`src/rtl/loader_pkg.sv`:
```
// Shared types for the program loader: FSM states, CPU opcodes and the frame length check.
package loader_pkg;

  typedef enum logic [2:0] {
    S_IDLE,
    S_DATA,
    S_CSUM,
    S_RUN,
    S_ERR
  } state_e;

  localparam logic [2:0] OP_LDA = 3'b000;
  localparam logic [2:0] OP_STA = 3'b001;
  localparam logic [2:0] OP_ADD = 3'b010;
  localparam logic [2:0] OP_SUB = 3'b011;
  localparam logic [2:0] OP_JMP = 3'b100;
  localparam logic [2:0] OP_JZ  = 3'b101;
  localparam logic [2:0] OP_LDI = 3'b110;
  localparam logic [2:0] OP_HLT = 3'b111;

  // A frame may carry between 1 and a full memory (2**addr_w words).
  function automatic logic len_valid(input int unsigned len, input int unsigned addr_w);
    return (len >= 32'd1) && (len <= (32'd1 << addr_w));
  endfunction

endpackage

```
`src/rtl/program_loader_edge_pulse.sv`:
```
// Rising-edge detector: rise_o is high for the cycle in which sig_i is 1 after being 0.
// Combinational output, one register of history; a held input yields a single pulse.
module edge_pulse (
  input  logic clk,
  input  logic rst,
  input  logic sig_i,
  output logic rise_o
);

  logic sig_q;

  always_ff @(posedge clk) begin
    if (rst) begin
      sig_q <= 1'b0;
    end else begin
      sig_q <= sig_i;
    end
  end

  assign rise_o = sig_i & ~sig_q;

endmodule

```
`src/rtl/program_loader.sv`:
```
// Byte-stream loader: length, L words, XOR checksum; writes memory from address 0, then releases the CPU.
// Memory writes and all outputs are registered (1-cycle latency); the stream is never stalled.
module program_loader
  import loader_pkg::*;
#(
  parameter int unsigned ADDR_W = 5,
  parameter int unsigned DATA_W = 8
) (
  input  logic              clk,
  input  logic              rst,
  input  logic              in_valid,
  output logic              in_ready,
  input  logic [DATA_W-1:0] in_data,
  output logic              mem_we,
  output logic [ADDR_W-1:0] mem_addr,
  output logic [DATA_W-1:0] mem_wdata,
  output logic              cpu_rst,
  output logic              start,
  input  logic              resume_req,
  output logic              busy,
  output logic              err
);

  state_e              state_q;
  logic [ADDR_W:0]     count_q;
  logic [ADDR_W-1:0]   idx_q;
  logic [DATA_W-1:0]   csum_q;
  logic                mem_we_q;
  logic [ADDR_W-1:0]   mem_addr_q;
  logic [DATA_W-1:0]   mem_wdata_q;
  logic                cpu_rst_q;
  logic                start_q;
  logic                busy_q;
  logic                err_q;

  logic                xfer;
  logic                len_ok;
  logic                resume_rise;

  // Every state accepts a byte, so the loader never applies backpressure.
  assign in_ready = 1'b1;
  assign xfer     = in_valid & in_ready;
  assign len_ok   = len_valid(32'(in_data), ADDR_W);

  edge_pulse u_resume_edge (
    .clk    (clk),
    .rst    (rst),
    .sig_i  (resume_req),
    .rise_o (resume_rise)
  );

  always_ff @(posedge clk) begin
    if (rst) begin
      state_q     <= S_IDLE;
      count_q     <= '0;
      idx_q       <= '0;
      csum_q      <= '0;
      mem_we_q    <= 1'b0;
      mem_addr_q  <= '0;
      mem_wdata_q <= '0;
      cpu_rst_q   <= 1'b1;
      start_q     <= 1'b0;
      busy_q      <= 1'b0;
      err_q       <= 1'b0;
    end else begin
      mem_we_q <= 1'b0;
      start_q  <= 1'b0;
      if (xfer) begin
        case (state_q)
          // A byte arriving outside a frame is always a length byte; in RUN it aborts the program.
          S_IDLE, S_RUN, S_ERR: begin
            cpu_rst_q <= 1'b1;
            if (len_ok) begin
              state_q <= S_DATA;
              count_q <= (ADDR_W+1)'(in_data);
              idx_q   <= '0;
              csum_q  <= '0;
              busy_q  <= 1'b1;
              err_q   <= 1'b0;
            end else begin
              state_q <= S_ERR;
              err_q   <= 1'b1;
            end
          end
          S_DATA: begin
            mem_we_q    <= 1'b1;
            mem_addr_q  <= idx_q;
            mem_wdata_q <= in_data;
            csum_q      <= csum_q ^ in_data;
            idx_q       <= idx_q + ADDR_W'(1);
            count_q     <= count_q - (ADDR_W+1)'(1);
            if (count_q == (ADDR_W+1)'(1)) begin
              state_q <= S_CSUM;
            end
          end
          S_CSUM: begin
            busy_q <= 1'b0;
            if (in_data == csum_q) begin
              state_q   <= S_RUN;
              cpu_rst_q <= 1'b0;
              start_q   <= 1'b1;
            end else begin
              state_q <= S_ERR;
              err_q   <= 1'b1;
            end
          end
          default: begin
            state_q <= S_IDLE;
          end
        endcase
      end else if ((state_q == S_RUN) && resume_rise) begin
        start_q <= 1'b1;
      end
    end
  end

  assign mem_we    = mem_we_q;
  assign mem_addr  = mem_addr_q;
  assign mem_wdata = mem_wdata_q;
  assign cpu_rst   = cpu_rst_q;
  assign start     = start_q;
  assign busy      = busy_q;
  assign err       = err_q;

endmodule

```
`config.mk`:
```
export PLATFORM = sky130hd
export DESIGN_NAME = program_loader
export DESIGN_NICKNAME = d
export VERILOG_FILES = /design/src/rtl/loader_pkg.sv /design/src/rtl/program_loader_edge_pulse.sv /design/src/rtl/program_loader.sv
export SDC_FILE = /design/constraint.sdc
export NUM_CORES = 1
export LEC_CHECK = 0
export CORE_ASPECT_RATIO = 1.2
export CORE_MARGIN = 2
export CORE_UTILIZATION = 40
export DETAILED_ROUTE_END_ITERATION = 16
export PLACE_DENSITY_LB_ADDON = 0.2
export SLEW_MARGIN = 10
export SYNTH_ARGS = -nofsm -noshare
export SYNTH_HDL_FRONTEND = slang
export SYNTH_HIERARCHICAL = 1
export SYNTH_SLANG_ARGS = --single-unit
```
`constraint.sdc`:
```
create_clock -name clk -period 2.1 [get_ports clk]
set_input_delay 0.42 -clock clk [delete_from_list [all_inputs] [get_ports clk]]
set_output_delay 0.42 -clock clk [all_outputs]
set_load 0.005 [all_outputs]
```
# Yosys cells after proc, flatten, opt, wreduce, memory -nomap -nowiden
# Cells that the tools add are included.
[op_classes] bitwise=4 n_addsub=2 reduce_logical=13 order_cmp=2 mux=22 eq_ne=10
[ops] op="$pmux W8 S2" count=1
[ops] op="$pmux W6 S2" count=1
[ops] op="$reduce_and A3 Y1" count=4
[ops] op="$pmux W5 S2" count=1
[ops] op="$mux W1" count=9
[ops] op="$mux W3" count=3
[ops] op="$pmux W3 S3" count=1
[ops] op="$eq A8 B8 Y1" count=1
[ops] op="$ge A8 B1 Y1 const B" count=1
[ops] op="$le A8 B6 Y1 const B" count=1
[ops] op="$mux W8" count=1
[ops] op="$ne A2 B2 Y1 const B" count=4
[ops] op="$xor A8 B8 Y8" count=1
[ops] op="$eq A3 B2 Y1 const B" count=2
[ops] op="$eq A6 B1 Y1 const B" count=1
[ops] op="$mux W6" count=1
[ops] op="$pmux W1 S2" count=3
[ops] op="$sub A6 B1 Y6 const B" count=1
[ops] op="$add A5 B1 Y5 const B" count=1
[ops] op="$mux W5" count=1
[ops] op="$reduce_and A2 Y1" count=2
[ops] op="$reduce_bool A2 Y1" count=2
[ops] op="$eq A3 B1 Y1 const B" count=1
[ops] op="$eq A3 B3 Y1 const B" count=1
[ops] op="6 further kinds" count=8
[totals] wordCells=65 out_inout_bits=19 ff_bits=41 inputBits=12

# Depth between registers and ports, before layout
# Gate-level depths: netlist (run 1).
[logic_depth] ltp_word=5 depth_mapped=8 mapped_depth_nobuf=6

# Hierarchy
# The synthesis (run 1) kept the hierarchy.
[by_module_without_submodules] module="program_loader" cells_per_inst=267 n_inst=1 area_per_inst_um2=2054.5 seq_area_each_um2=800.8
[by_module_without_submodules] module="edge_pulse" cells_per_inst=3 n_inst=1 area_per_inst_um2=47.5 seq_area_each_um2=20.0

# Worst setup path after synthesis (run 1)
# No wires, ideal clock.
[synth_path] path_type="input to register" from="input port in_data[0]" to="register csum_q[0]" path_slack_ns=0.445 setup_ns=0.124 n_path_buf=1 arrival_ns=1.531 path_stages=6 t_required_ns=1.976 cell_sequence="nor3_2 > mux2i_1 > a21oi_2 > nor2_1 > buf_2 > o21ai_0"
[synth_between] elab_chain_len=4 word_cells_on_any_way=7 classes_between="order compare (2); eq/ne (1); mux (1); bitwise (1); reduce/logical (2)"
[synth_rtl] item="from (decl)" line_no="program_loader.sv:13" text="input logic [DATA_W-1:0] in_data,"
[synth_rtl] item="$ge A8 B1 Y1 / $le A8 B6 Y1 (equally long branches)" line_no="loader_pkg.sv:23" text="return (len >= 32'd1) && (len <= (32'd1 << addr_w));"
[synth_rtl] item="$logic_and A1 B1 Y1" line_no="loader_pkg.sv:23"
[synth_rtl] item="$ne A2 B2 Y1 (no line)"
[synth_rtl] item="$reduce_and A3 Y1 (no line)"
[synth_rtl] item="to (signal assigned)" line_no="program_loader.sv:89" text="csum_q <= csum_q ^ in_data;"
[synth_rtl] item="to (decl)" line_no="program_loader.sv:27" text="logic [DATA_W-1:0] csum_q;"
# Several ways; a longest one is shown, not always the timed one.
# A chain may end at the register's enable or synchronous reset.

# Worst setup path after layout (run 1)
[layout_path] from="input port in_data[0]" to="register count_q[0]"
[layout_between] elab_chain_len=4 word_cells_on_any_way=7 classes_between="order compare (2); eq/ne (1); mux (2); reduce/logical (2)"
[layout_rtl] item="$ge A8 B1 Y1 / $le A8 B6 Y1 (equally long branches)" line_no="loader_pkg.sv:23"
[layout_rtl] item="$logic_and A1 B1 Y1" line_no="loader_pkg.sv:23"
[layout_rtl] item="$ne A2 B2 Y1 (no line)"
[layout_rtl] item="$reduce_and A3 Y1 (no line)"
[layout_rtl] item="to (signal assigned)" line_no="program_loader.sv:75" text="count_q <= (ADDR_W+1)'(in_data);"
[layout_rtl] item="to (signal assigned)" line_no="program_loader.sv:91" text="count_q <= count_q - (ADDR_W+1)'(1);"
[layout_rtl] item="to (decl)" line_no="program_loader.sv:25" text="logic [ADDR_W:0] count_q;"
# Several ways; a longest one is shown, not always the timed one. The select of a mux whose other input is x is not followed.

==> results.ini, run 1 <==
[outcome]
status=complete, no violations

[synthesis]
synthTopCellsByArea=dfxtp_1, nand2_1, a21oi_1
synth-main-ff-cell=dfxtp_1
syn_nets=285
async_flop_share=0
postSynthAreaPerCell_um2=7.79
ys_seq_elements=41
synth_top_cell_area_share=0.390
synth_cell_type_count=51
netlist_area_mm2=0.00210
seq_area_frac_synth=0.390
synth_warnings=6
synth-edff-count=0
synth_cells=270
synth_largest_area_cell=dfxtp_1

[critical_path]
max_stage_delay_ps=430
end_kind=flop
arrival_ps=2160
critical_path_peak_fanout=4
cpMaxStageDelayCell=clkdlybuf4s50_1
path_cells=clkdlybuf4s50_1 -> nor3_2 -> mux2_2 -> o41ai_1 -> nand2_1 -> a31oi_1
worst_ep_required_time_ps=2330
crit_path_start_kind=input pin
cp_num_buf_inv=1
critPathKind=in -> reg
cp_top_family=compound AO/OA/AOI/OAI gates

[sta]
setup_ws_ps=171
rsz0062_at_grt=no
fmax_mhz=518
finalHoldViolCount=0
tightest_slew_ps=551
slew_headroom=0.632
setup_violations=0
min_period_over_period=0.919
fin_hold_ws_ps=455
maxSlewViolCount=0
fin_worst_skew_ps=6.11
fin_crit_ps=1930

[power_and_ir_drop]
power_frac_clock=0.403
leakagePower_uw=0.00103
pwr-share-comb=0.116
sw_frac_of_total=0.240
power_density_mw_per_mm2=605
internal_power_uw=1270
p_seq_frac=0.481
p_sw_uw=400
peakVddDrop_v=0.000328

[place]
preCtsSetupSlack_ps=-139
place.gp.congestion=0.839
dp_cells=376
portBuffers=29
place_hpwl_mm=3.98

[layout]
final-instance-count-excl-fill=384
areaGrowthSynthToFinish_pct=31.0
drive_above_1_share=0.164
fill_cells=496
mostFrequentLayoutCell=nand2_1
most-common-layout-cells=nand2_1, dfxtp_1, buf_4
layout.nets=338
n_antenna_cell=0

[floorplanning]
ios=31
core.rowCount=28
start_util=0.420
coreArea_mm2=0.00501
fp.dieH_um=83.4
die_area_mm2=0.00585
die_x_um=70.2

[global_routing]
grt_max_degree=30
track_usage=0.190
antenna_found_initial=0
overflow=0
grt_pass1_wl_mm=8.98
grt_pass1_vias=1895

[detailed_routing]
vias_per_cell=5.39
finalWirelength_mm=5.44
postRouteAntennaNets=0
drtIter0Drc=123
drt-wirelength-per-cell_um=14.2
remaining_drc_errors=0
firstDrtPassIters=4
via_count=2069

[clock_tree]
cts_tree=built
h-tree-depth=2
cts_buffers=5
cts.sinks=41
ctsRootBufferMaster=clkbuf_8
ctsResizeCount=0
clk_latency_ps=300
cts_max_path_buffers=2
cts-hold-fix-buffers=0
cts_setup_buffers=0
clk_pin_slew_ps=80

[run]
cap_violations=0

[hold_path]
hp-class=reg -> reg

## tightest hold or removal path, stage by stage (launching register included)
cell and delay, ps:
dfxtp_1 310, nand2_1 50, a21oi_1 50
## synthesized netlist by cell type (2+ instances only)
cell type / n
nand2_1: 54
dfxtp_1: 41
a21oi_1: 21
o21ai_0: 19
nor3_1: 15
inv_1: 14
a31oi_1: 13
clkbuf_1: 10
nand3_1: 10
nor2_1: 8
nand2b_1: 4
o22ai_1: 4
xnor2_1: 4
a22oi_1: 3
buf_4: 3
ha_1: 3
and3b_1: 2
buf_2: 2
nand4_1: 2
nor2b_4: 2
o211a_1: 2
o221ai_1: 2
o31ai_1: 2
o41ai_1: 2
or2_2: 2
## worst paths after layout
kind / from / endpoint / slack [ps] / cells past startpoint
min: mem_addr[3] / mem_addr[3] / 460 / 2
max: in_data[0] / count_q[0] / 170 / 6
max reg2reg: state_q[2] / mem_wdata[5] / 350 / 5
min reg2reg: mem_addr[3] / mem_addr[3] / 460 / 2
## flip-flops by register name, indices dropped and copies added, names as in the netlist
name                 flops
csum_q                   8
mem_wdata                8
count_q                  6
idx_q                    5
mem_addr                 5
state_q                  3
busy                     1
cpu_rst                  1
err                      1
mem_we                   1
start                    1
u_resume_edge/sig_q      1
## per-stage QoR
step           power [uW]  TNS [ps]  utilization  cell area, um^2
2_1_floorplan         918         0            -             2100
3_3_place_gp         1010     -1330        0.526             2630
3_5_place_dp         1010     -1860        0.526             2630
4_1_cts              1680         0        0.550             2750
5_1_grt              1740         0        0.550             2750
6_report             1670         0        0.550             2750
## power by group through the flow
stage	combinational (uW)	clock [uW]	sequential (uW)
final	193	671	803
after global placement	193	0	820
after global routing	212	723	804
after detailed placement	193	0	821
after floorplan	100	0	818
after CTS	194	687	802
## cell families (layout without fill, tap and decap cells)
family,Yosys count,in the layout,share of synthesized area
AOI/OAI and AO/OA,80,80,0.240
xor gates and xnor gates,5,5,0.0208
adders and majority gates,3,3,0.0179
buffers and inverters,30,84,0.0637
DFF,41,41,0.390
muxes,2,2,0.0101
other,1,1,0.00178
and+or+nand+nor,108,108,0.255
## area by class of cell
cell class                 count  area, um^2  share of cell area
multi-input combinational    199        1150               0.417
sequential                    41         821               0.298
timing repair buffer          62         538               0.195
clock buffer                   6        82.6              0.0300
tap                           60        75.1              0.0273
inverter                      14        52.6              0.0191
clock inverter                 2        37.5              0.0136
## per-layer routing
layer	vias to the layer above	routed length, um	global-route usage
met5	-	0	0
met4	0	161	0.0804
met3	12	250	0.0449
met2	44	2590	0.318
met1	955	2440	0.232
li1	1058	-	-
No activity file was read; power rests on OpenSTA's default activity.
==> inputs of run 2 (changes only) <==
SETUP_SLACK_MARGIN = 0.3   (was default)
==> results.ini, run 2 (synthesized netlist as in run 1, its figures left out) <==
[critical_path]
cpMaxStageDelayCell=mux2_4
crit_path_start_kind=input pin
cp_num_buf_inv=2  ; +1
critical_path_peak_fanout=4  ; unchanged
arrival_ps=1930  ; -230 ps
critPathKind=in -> reg
path_cells=dlygate4sd2_1 -> nor3_4 -> buf_4 -> mux2_4 -> o41ai_2 -> nand2_1 -> a31oi_1
max_stage_delay_ps=310  ; -120 ps
end_kind=flop
worst_ep_required_time_ps=2330  ; about the same
cp_top_family=buffers and inverters

[power_and_ir_drop]
sw_frac_of_total=0.242  ; +0.00222
internal_power_uw=1270  ; +0.36%
p_seq_frac=0.478  ; -0.003
power_frac_clock=0.399  ; -0.004
pwr-share-comb=0.122  ; +0.006
peakVddDrop_v=0.000323  ; -1.5%
leakagePower_uw=0.00110  ; +6.8%
p_sw_uw=406  ; +1.6%
power_density_mw_per_mm2=590  ; -2.6%

[sta]
fin_worst_skew_ps=6.52  ; +0.409 ps
fmax_mhz=589  ; +14%
fin_crit_ps=1700  ; -231 ps
maxSlewViolCount=0  ; unchanged
rsz0062_at_grt=no
finalHoldViolCount=0  ; unchanged
min_period_over_period=0.809  ; -0.110
setup_violations=0  ; unchanged
tns_ps=0  ; unchanged
fin_hold_ws_ps=455  ; -0.0290 ps

[global_routing]
overflow=0  ; unchanged
grt.met3_usage=0.0461  ; +0.00121
use_met2=0.327  ; +0.00952
met1_usage=0.233  ; +0.000746
antenna_found_initial=0  ; unchanged
track_usage=0.195  ; +0.00475
grt_max_degree=30  ; unchanged
grt_pass1_vias=1918  ; +1.2%
top_usage_layer=met2
grt_pass1_wl_mm=9.20  ; +2.4%

[place]
place.gp.congestion=0.839  ; unchanged
portBuffers=29  ; unchanged
dpl-instance-area_mm2=0.00263  ; unchanged
place_hpwl_mm=3.98  ; unchanged

[layout]
most-common-layout-cells=nand2_1, dfxtp_1, buf_4
drive_above_1_share=0.206  ; +0.0425
n_antenna_cell=0  ; unchanged
mostFrequentLayoutCell=nand2_1
areaGrowthSynthToFinish_pct=35.4
layout.nets=344  ; +1.8%
fin_area_mm2=0.00285  ; +3.3%

[clock_tree]
clk_latency_ps=300  ; about the same
cts_buffers=5  ; unchanged
h-tree-depth=2  ; unchanged
cts_max_path_buffers=2  ; unchanged
ctsRootBufferMaster=clkbuf_8
cts.sinks=41  ; unchanged
cts-hold-fix-buffers=0  ; unchanged
clk_pin_slew_ps=80  ; about the same
cts_tree=built

[run]
cap_violations=0  ; unchanged

[floorplanning]
core.rowCount=28  ; unchanged
die_x_um=70.2  ; unchanged
fp.dieH_um=83.4  ; unchanged
die_area_mm2=0.00585  ; unchanged
coreArea_mm2=0.00501  ; unchanged
ios=31  ; unchanged
start_util=0.420  ; unchanged

[hold_path]
hp-class=reg -> reg

[outcome]
status=complete, no violations

[detailed_routing]
vias_per_cell=5.41  ; +0.37%
finalWirelength_mm=5.58  ; +2.5%
firstDrtPassIters=4  ; unchanged
drt-wirelength-per-cell_um=14.3  ; +0.96%
remaining_drc_errors=0  ; unchanged
postRouteAntennaNets=0  ; unchanged
drtIter0Drc=113  ; -8.1%
via_count=2109  ; +1.9%

==> run 2: worst paths after layout <==
| path | to | slack, ps | cells past startpoint | start |
|---|---|---|---|---|
| min reg2reg | mem_addr[3] | 460 | 2 | mem_addr[3] |
| max | count_q[0] | 400 | 7 | in_data[0] |
| max reg2reg | csum_q[4] | 470 | 6 | state_q[2] |
| min | mem_addr[3] | 460 | 2 | mem_addr[3] |
==> run 2: worst register-to-register path, delay by kind of cell (launching register included) <==
kind / cells / cell delay (ps)
flip-flops: 1 / 440
buffers and inverters: 1 / 170
AND/OR/NAND/NOR: 2 / 300
AO/OA/AOI/OAI: 3 / 620
==> run 2: power by group through the flow <==
stage | clock, uW | sequential [uW] | combinational [uW]
2_1_floorplan | 0 | 818 | 100
3_3_place_gp | 0 | 820 | 193
3_5_place_dp | 0 | 821 | 193
4_1_cts | 687 | 802 | 201
5_1_grt | 723 | 805 | 224
6_report | 670 | 803 | 205
==> run 2: cell type report <==
type | instances | area, um^2
clock buffers | 6 | 82.6
clock inverters | 2 | 37.5
fillers | 475 | 2160
inverters | 14 | 56.3
multi-input cells | 199 | 1190
flip-flops and latches | 41 | 821
well taps | 60 | 75.1
repair buffers | 68 | 578
==> run 2: metrics by stage <==
| step | power (uW) | instances | setup slack, ps | util |
|---|---|---|---|---|
| floorplan | 918 | 270 | 445 | - |
| CTS | 1690 | 388 | 336 | 0.561 |
| finish | 1680 | 390 | 401 | 0.568 |
| global route | 1750 | 390 | 326 | 0.568 |
| global placement | 1010 | 376 | -126 | 0.526 |
| detailed placement | 1010 | 376 | -139 | 0.526 |
==> run 2: timing repair <==
item / CTS / global route
pin swaps: 3 / 1
endpoints found under the setup margin: 23 / 18
gates resized for setup: 17 / 5
endpoints found under the hold margin: 0 / 0
cloned: 1 / 0
setup buffers: 3 / 2
==> run 2: metal layers <==
| layer | wire (um) | part of all wire |
|---|---|---|
| met1 | 2370 | 0.42 |
| met2 | 2760 | 0.49 |
| met3 | 302 | 0.054 |
| met4 | 148 | 0.027 |
| met5 | 0 | 0 |
